[config.mk]
export PLATFORM = sky130hd
export DESIGN_NAME = mem_access_stage
export DESIGN_NICKNAME = d
export VERILOG_FILES = /design/src/rtl/ma_pkg.sv /design/src/rtl/ma_load_align.sv /design/src/rtl/mem_access_stage.sv
export SDC_FILE = /design/constraint.sdc
export NUM_CORES = 1
export LEC_CHECK = 0
export ABC_AREA = 1
export CAP_MARGIN = 0
export CORE_MARGIN = 2
export CORE_UTILIZATION = 40
export CTS_CLUSTER_DIAMETER = 200
export DETAILED_ROUTE_END_ITERATION = 7
export GPL_ROUTABILITY_DRIVEN = 0
export GPL_TIMING_DRIVEN = 0
export HOLD_SLACK_MARGIN = 0.02
export PLACE_DENSITY = 0.83
export RECOVER_POWER = 50
export SLEW_MARGIN = 20
export SYNTH_ARGS = -nofsm -noshare
export SYNTH_HDL_FRONTEND = slang
export SYNTH_SLANG_ARGS = --single-unit
[constraint.sdc]
create_clock -name clk -period 2.3 [get_ports clk]
set_input_delay 0.46 -clock clk [delete_from_list [all_inputs] [get_ports clk]]
set_output_delay 0.46 -clock clk [all_outputs]
set_load 0.05 [all_outputs]
[src/rtl/ma_pkg.sv]
// Shared encodings and helpers for the memory access stage.
package ma_pkg;

  localparam logic [1:0] SZ_B = 2'b00;
  localparam logic [1:0] SZ_H = 2'b01;
  localparam logic [1:0] SZ_W = 2'b10;

  typedef enum logic [1:0] {IDLE, WAIT, HOLD} ma_state_t;

  // Byte-lane mask sized for up to 8 lanes; callers slice to their lane count.
  function automatic logic [7:0] lane_mask(input logic [1:0] size, input logic [2:0] off);
    logic [7:0] base;
    case (size)
      SZ_B:    base = 8'h01;
      SZ_H:    base = 8'h03;
      SZ_W:    base = 8'h0F;
      default: base = 8'h00;
    endcase
    return base << off;
  endfunction

  function automatic logic is_aligned(input logic [1:0] size, input logic [2:0] off);
    case (size)
      SZ_B:    return 1'b1;
      SZ_H:    return (off[0] == 1'b0);
      SZ_W:    return (off[1:0] == 2'b00);
      default: return 1'b0;
    endcase
  endfunction

endpackage

[src/rtl/ma_load_align.sv]
// Right-justifies the addressed byte/half/word of a memory read and extends it.
module ma_load_align
  import ma_pkg::*;
#(
  parameter  int DATA_W = 32,
  localparam int OFF_W  = $clog2(DATA_W/8)
) (
  input  logic [DATA_W-1:0] rdata,
  input  logic [OFF_W-1:0]  off,
  input  logic [1:0]        size,
  input  logic              uns,
  output logic [DATA_W-1:0] result
);

  logic [DATA_W-1:0] shifted;
  logic [DATA_W-1:0] keep;
  logic              sbit;

  always_comb begin
    shifted = rdata >> {off, 3'b000};
    case (size)
      SZ_B: begin
        keep = DATA_W'(8'hFF);
        sbit = shifted[7];
      end
      SZ_H: begin
        keep = DATA_W'(16'hFFFF);
        sbit = shifted[15];
      end
      default: begin
        keep = DATA_W'(32'hFFFF_FFFF);
        sbit = shifted[31];
      end
    endcase
    result = (shifted & keep) | ({DATA_W{sbit & ~uns}} & ~keep);
  end

endmodule

[src/rtl/mem_access_stage.sv]
// Pipelined memory access stage: decodes ld/st requests, drives a latency-N
// synchronous memory and returns an aligned, extended result downstream.
module mem_access_stage
  import ma_pkg::*;
#(
  parameter int DATA_W      = 32,
  parameter int ADDR_W      = 7,
  parameter int MEM_LATENCY = 1
) (
  input  logic                clk,
  input  logic                rst_n,
  input  logic                in_valid,
  output logic                in_ready,
  input  logic                in_isLd,
  input  logic                in_isSt,
  input  logic [1:0]          in_size,
  input  logic                in_unsigned,
  input  logic [31:0]         in_addr,
  input  logic [DATA_W-1:0]   in_wd,
  input  logic [DATA_W-1:0]   in_aluR,
  output logic                out_valid,
  input  logic                out_ready,
  output logic [DATA_W-1:0]   out_data,
  output logic                out_err,
  output logic                mem_en,
  output logic [DATA_W/8-1:0] mem_we,
  output logic [ADDR_W-1:0]   mem_addr,
  output logic [DATA_W-1:0]   mem_wdata,
  input  logic [DATA_W-1:0]   mem_rdata
);

  localparam int NB    = DATA_W/8;
  localparam int OFF_W = $clog2(NB);

  ma_state_t         state, state_nx;
  logic [2:0]        cnt;
  logic [OFF_W-1:0]  off, ld_off;
  logic [1:0]        ld_size;
  logic              ld_uns;
  logic              is_mem, illegal, accept, is_load;
  logic [7:0]        mask8;
  logic [DATA_W-1:0] ld_result;
  logic              unused_bits;

  assign off         = in_addr[OFF_W-1:0];
  assign is_mem      = in_isLd | in_isSt;
  // Size 11 is rejected by is_aligned, so it needs no separate term.
  assign illegal     = is_mem & ((in_isLd & in_isSt) | ~is_aligned(in_size, 3'(off)));
  assign accept      = in_valid & in_ready;
  assign is_load     = in_isLd & ~illegal;
  assign mask8       = lane_mask(in_size, 3'(off));
  assign unused_bits = ^{in_addr[31:OFF_W+ADDR_W], mask8};
  assign out_valid   = (state == HOLD);

  always_comb begin
    case (state)
      IDLE:    in_ready = 1'b1;
      HOLD:    in_ready = out_ready;
      default: in_ready = 1'b0;
    endcase
  end

  always_comb begin
    mem_en    = 1'b0;
    mem_we    = '0;
    mem_addr  = '0;
    mem_wdata = '0;
    if (accept && is_mem && !illegal) begin
      mem_en   = 1'b1;
      mem_addr = in_addr[OFF_W+ADDR_W-1:OFF_W];
      if (in_isSt) begin
        mem_we = mask8[NB-1:0];
        case (in_size)
          SZ_B:    mem_wdata = {NB{in_wd[7:0]}};
          SZ_H:    mem_wdata = {(NB/2){in_wd[15:0]}};
          default: mem_wdata = {(NB/4){in_wd[31:0]}};
        endcase
      end
    end
  end

  always_comb begin
    state_nx = state;
    case (state)
      IDLE: if (accept) state_nx = is_load ? WAIT : HOLD;
      WAIT: if (cnt == 3'd1) state_nx = HOLD;
      HOLD: if (out_ready) state_nx = accept ? (is_load ? WAIT : HOLD) : IDLE;
      default: state_nx = IDLE;
    endcase
  end

  ma_load_align #(.DATA_W(DATA_W)) u_align (
    .rdata  (mem_rdata),
    .off    (ld_off),
    .size   (ld_size),
    .uns    (ld_uns),
    .result (ld_result)
  );

  always_ff @(posedge clk or negedge rst_n) begin
    if (!rst_n) begin
      state    <= IDLE;
      cnt      <= '0;
      out_data <= '0;
      out_err  <= 1'b0;
      ld_off   <= '0;
      ld_size  <= SZ_B;
      ld_uns   <= 1'b0;
    end else begin
      state <= state_nx;
      if (accept) begin
        if (is_load) begin
          cnt     <= 3'(MEM_LATENCY);
          ld_off  <= off;
          ld_size <= in_size;
          ld_uns  <= in_unsigned;
        end else begin
          out_err  <= illegal;
          out_data <= illegal ? '0 : (in_isSt ? in_wd : in_aluR);
        end
      end else if (state == WAIT) begin
        cnt <= cnt - 3'd1;
        if (cnt == 3'd1) begin
          out_data <= ld_result;
          out_err  <= 1'b0;
        end
      end
    end
  end

endmodule

==> results.py <==
metrics = {
    "placed_design": {
        "placed_cells": 1010,
        "place_hpwl_um": 13100,
        "pre_cts_ws_ps": -1610,
        "port_buffers": 191,
    },
    "floorplanning": {
        "dieArea_mm2": 0.0106,
        "die_h_um": 103,
        "initial_utilization": 0.405,
        "die_width_um": 103,
        "rows": 36,
        "io-pin-count": 216,
        "coreArea_mm2": 0.00964,
    },
    "synthesis": {
        "synth_top_family_by_area": "simple AND/OR/NAND/NOR gates",
        "synth_adder_area_share": 0.0192,
        "ys_seq_elements": 43,
        "synth_nets": 828,
        "ys_types": 28,
        "yosys.area_share.simple": 0.495,
        "ys_seq_area_frac": 0.276,
        "syn_area_mm2": 0.00390,
        "synth_compound_area_frac": 0.0888,
        "syn_avg_cell_area_um2": 5.70,
        "synthXorXnorAreaFrac": 0.00224,
        "synth.yosys.warnings": 0,
        "syn_inst": 685,
        "yosys.area.top_type": "nand2_1",
        "muxShareOfSynthArea": 0.0154,
        "synth_area_leaders": "nand2_1 32%, dfrtp_1 28%, nand3_1 7.4%",
        "yosysTopAreaCellShare": 0.320,
    },
    "drt": {
        "vias_per_cell": 5.21,
        "wl_per_cell_um": 16.0,
        "ant_nets": 0,
        "wl_um": 16700,
        "first_pass_iters": 7,
        "drc": 0,
        "vias": 5425,
        "drt-initial-drc-count": 367,
    },
    "setup_path": {
        "worstReg2RegEnd": "out_data[16]",
        "timing.critical_path.fanout_max": 5,
        "path_class": "primary input to output port",
        "worstRegToRegCells": 13,
        "end_kind": "output port",
        "start_kind": "primary input",
        "cp.required_ps": 1840,
        "r2r_slack_ps": 360,
        "r2r-start": "state[1]",
        "critPathArrivalTime_ps": 1970,
    },
    "global_route": {
        "grt_max_degree": 24,
        "overflow": 0,
        "grt_util_all_layers": 0.313,
        "grt_pass1_wl_um": 25600,
        "grt_pass1_vias": 5234,
        "antenna_found_initial": 0,
    },
    "sta": {
        "grt_setup_unrepaired": "yes",
        "period_needed_ps": 2430,
        "slew_violations": 0,
        "worst_slack_ps": -134,
        "final.period_utilization": 1.06,
        "maxSlewHeadroom": 0.203,
        "setup_violations": 34,
        "hold_viol": 0,
        "tightestPinTransition_ps": 1190,
        "fin_skew_ps": 17.3,
        "timing.fmax_ghz": 0.411,
    },
    "clocking": {
        "clock-root-buffer": "clkbuf_8",
        "cts_num_sinks": 43,
        "htreeDepth": 2,
        "insertion_delay_ps": 320,
        "holdBufCountCts": 0,
        "clock_path_buffers": 2,
        "clk_pin_slew_ps": 100,
        "cts_buffers": 5,
        "cts_tree": "done",
    },
    "outcome": {
        "violations": "setup timing",
        "status": "finished with violations",
    },
    "cells_and_area": {
        "stdcell_count": 1042,
        "finalNetCount": 1051,
        "mostFrequentLayoutCells": "323 x nand2_1, 121 x clkdlybuf4s50_1, 57 x nand3_1",
        "diodes": 0,
        "drive_above_1_share": 0.201,
        "mostFrequentLayoutCell": "nand2_1",
        "syn2layout_area_growth_pct": 76.1,
    },
    "pwr": {
        "power_density_mw_per_mm2": 798,
        "p_leak_nw": 3.43,
        "ir_worst_vdd_mv": 0.482,
    },
    "worst_hold_path": {
        "hold_path.class": "primary input to asynchronous set/reset pin",
    },
    "flow_run": {
        "max-cap-violations": 0,
    },
}
## final cells by class
class,count,area [um^2]
Timing Repair Buffer,217,2240
Clock buffer,6,72.6
Tap cell,133,166
Multi-Input combinational cell,554,2830
Fill cell,805,2770
Sequential cell,43,1080
Inverter,51,230
Clock inverter,2,12.5
Buffer,36,238
## where the power goes
part           internal, mW  switching (mW)
Sequential             1.07           0.187
Clock                 0.213           0.284
Combinational          1.27            2.46
## metal layers
| layer | wire length [um] | vias up | GRT usage |
|---|---|---|---|
| li1 | - | 2574 | - |
| met3 | 1640 | 65 | 0.0712 |
| met2 | 8020 | 333 | 0.535 |
| met5 | 0 | - | 0 |
| met1 | 6290 | 2453 | 0.369 |
| met4 | 758 | 0 | 0.155 |
## synth_stat cells, drive strengths merged
cell,n
nand2,338
nor2,77
nand3,60
inv,51
dfrtp,43
o21ai,33
buf,22
a21oi,18
clkbuf,15
a21boi,8
ha,6
mux2i,6
o22ai,3
a211oi,1
nor3,1
nor3b,1
nor4,1
xnor2,1
## logic make-up after synthesis
logic type	count (synthesis)
AND/OR/NAND/NOR	478
buffers and inverters	88
AO/OA/AOI/OAI	63
flip-flops	43
multiplexers	6
adder cells (fa/ha/maj)	6
XOR/XNOR	1
## metrics by stage
stage	setup TNS [ps]	cell area [um^2]	util	hold WS, ps	power (mW)
finish	-2920	6870	0.713	352	5.49
detailed placement	-81520	6330	0.657	468	4.88
floorplan	-1750	4230	-	164	3.63
global placement	-91170	6310	0.654	465	4.80
CTS	-2610	6680	0.693	133	5.44
global route	-5900	6870	0.713	392	5.83
## worst max-delay path, cell delays in order
cell	delay, ps
buf_12	120
inv_12	50
ha_4	180
nor2_4	60
nor3_4	160
nand2_2	90
nand2_4	100
nand3_4	180
buf_6	190
nor3b_2	190
buf_6	180
## worst max-delay path by stage
stage,start,endpoint,slack (ps),depth (start not counted)
2_1_floorplan,in_size[1],mem_we[3],-150,10
3_3_place_gp,in_size[1],mem_wdata[8],-1570,13
3_5_place_dp,in_size[1],mem_wdata[8],-1610,13
4_1_cts,state[1],mem_we[3],-130,9
5_1_grt,in_size[1],mem_we[1],-200,11
6_report,in_size[1],mem_we[1],-130,11
## registers in the layout (all words and copies together) (netlist names)
name / flops
cnt: 3
out_data: 32
ld_off: 2
out_err: 1
state: 2
ld_size: 2
ld_uns: 1
## repair_timing
action / in CTS / in global routing
cloned: 1 / 1
setup buffers: 17 / 6
resized for setup: 328 / 75
pin swaps: 11 / 4
endpoints found under the setup margin: 78 / 45
No activity file was read; power rests on OpenSTA's default activity.
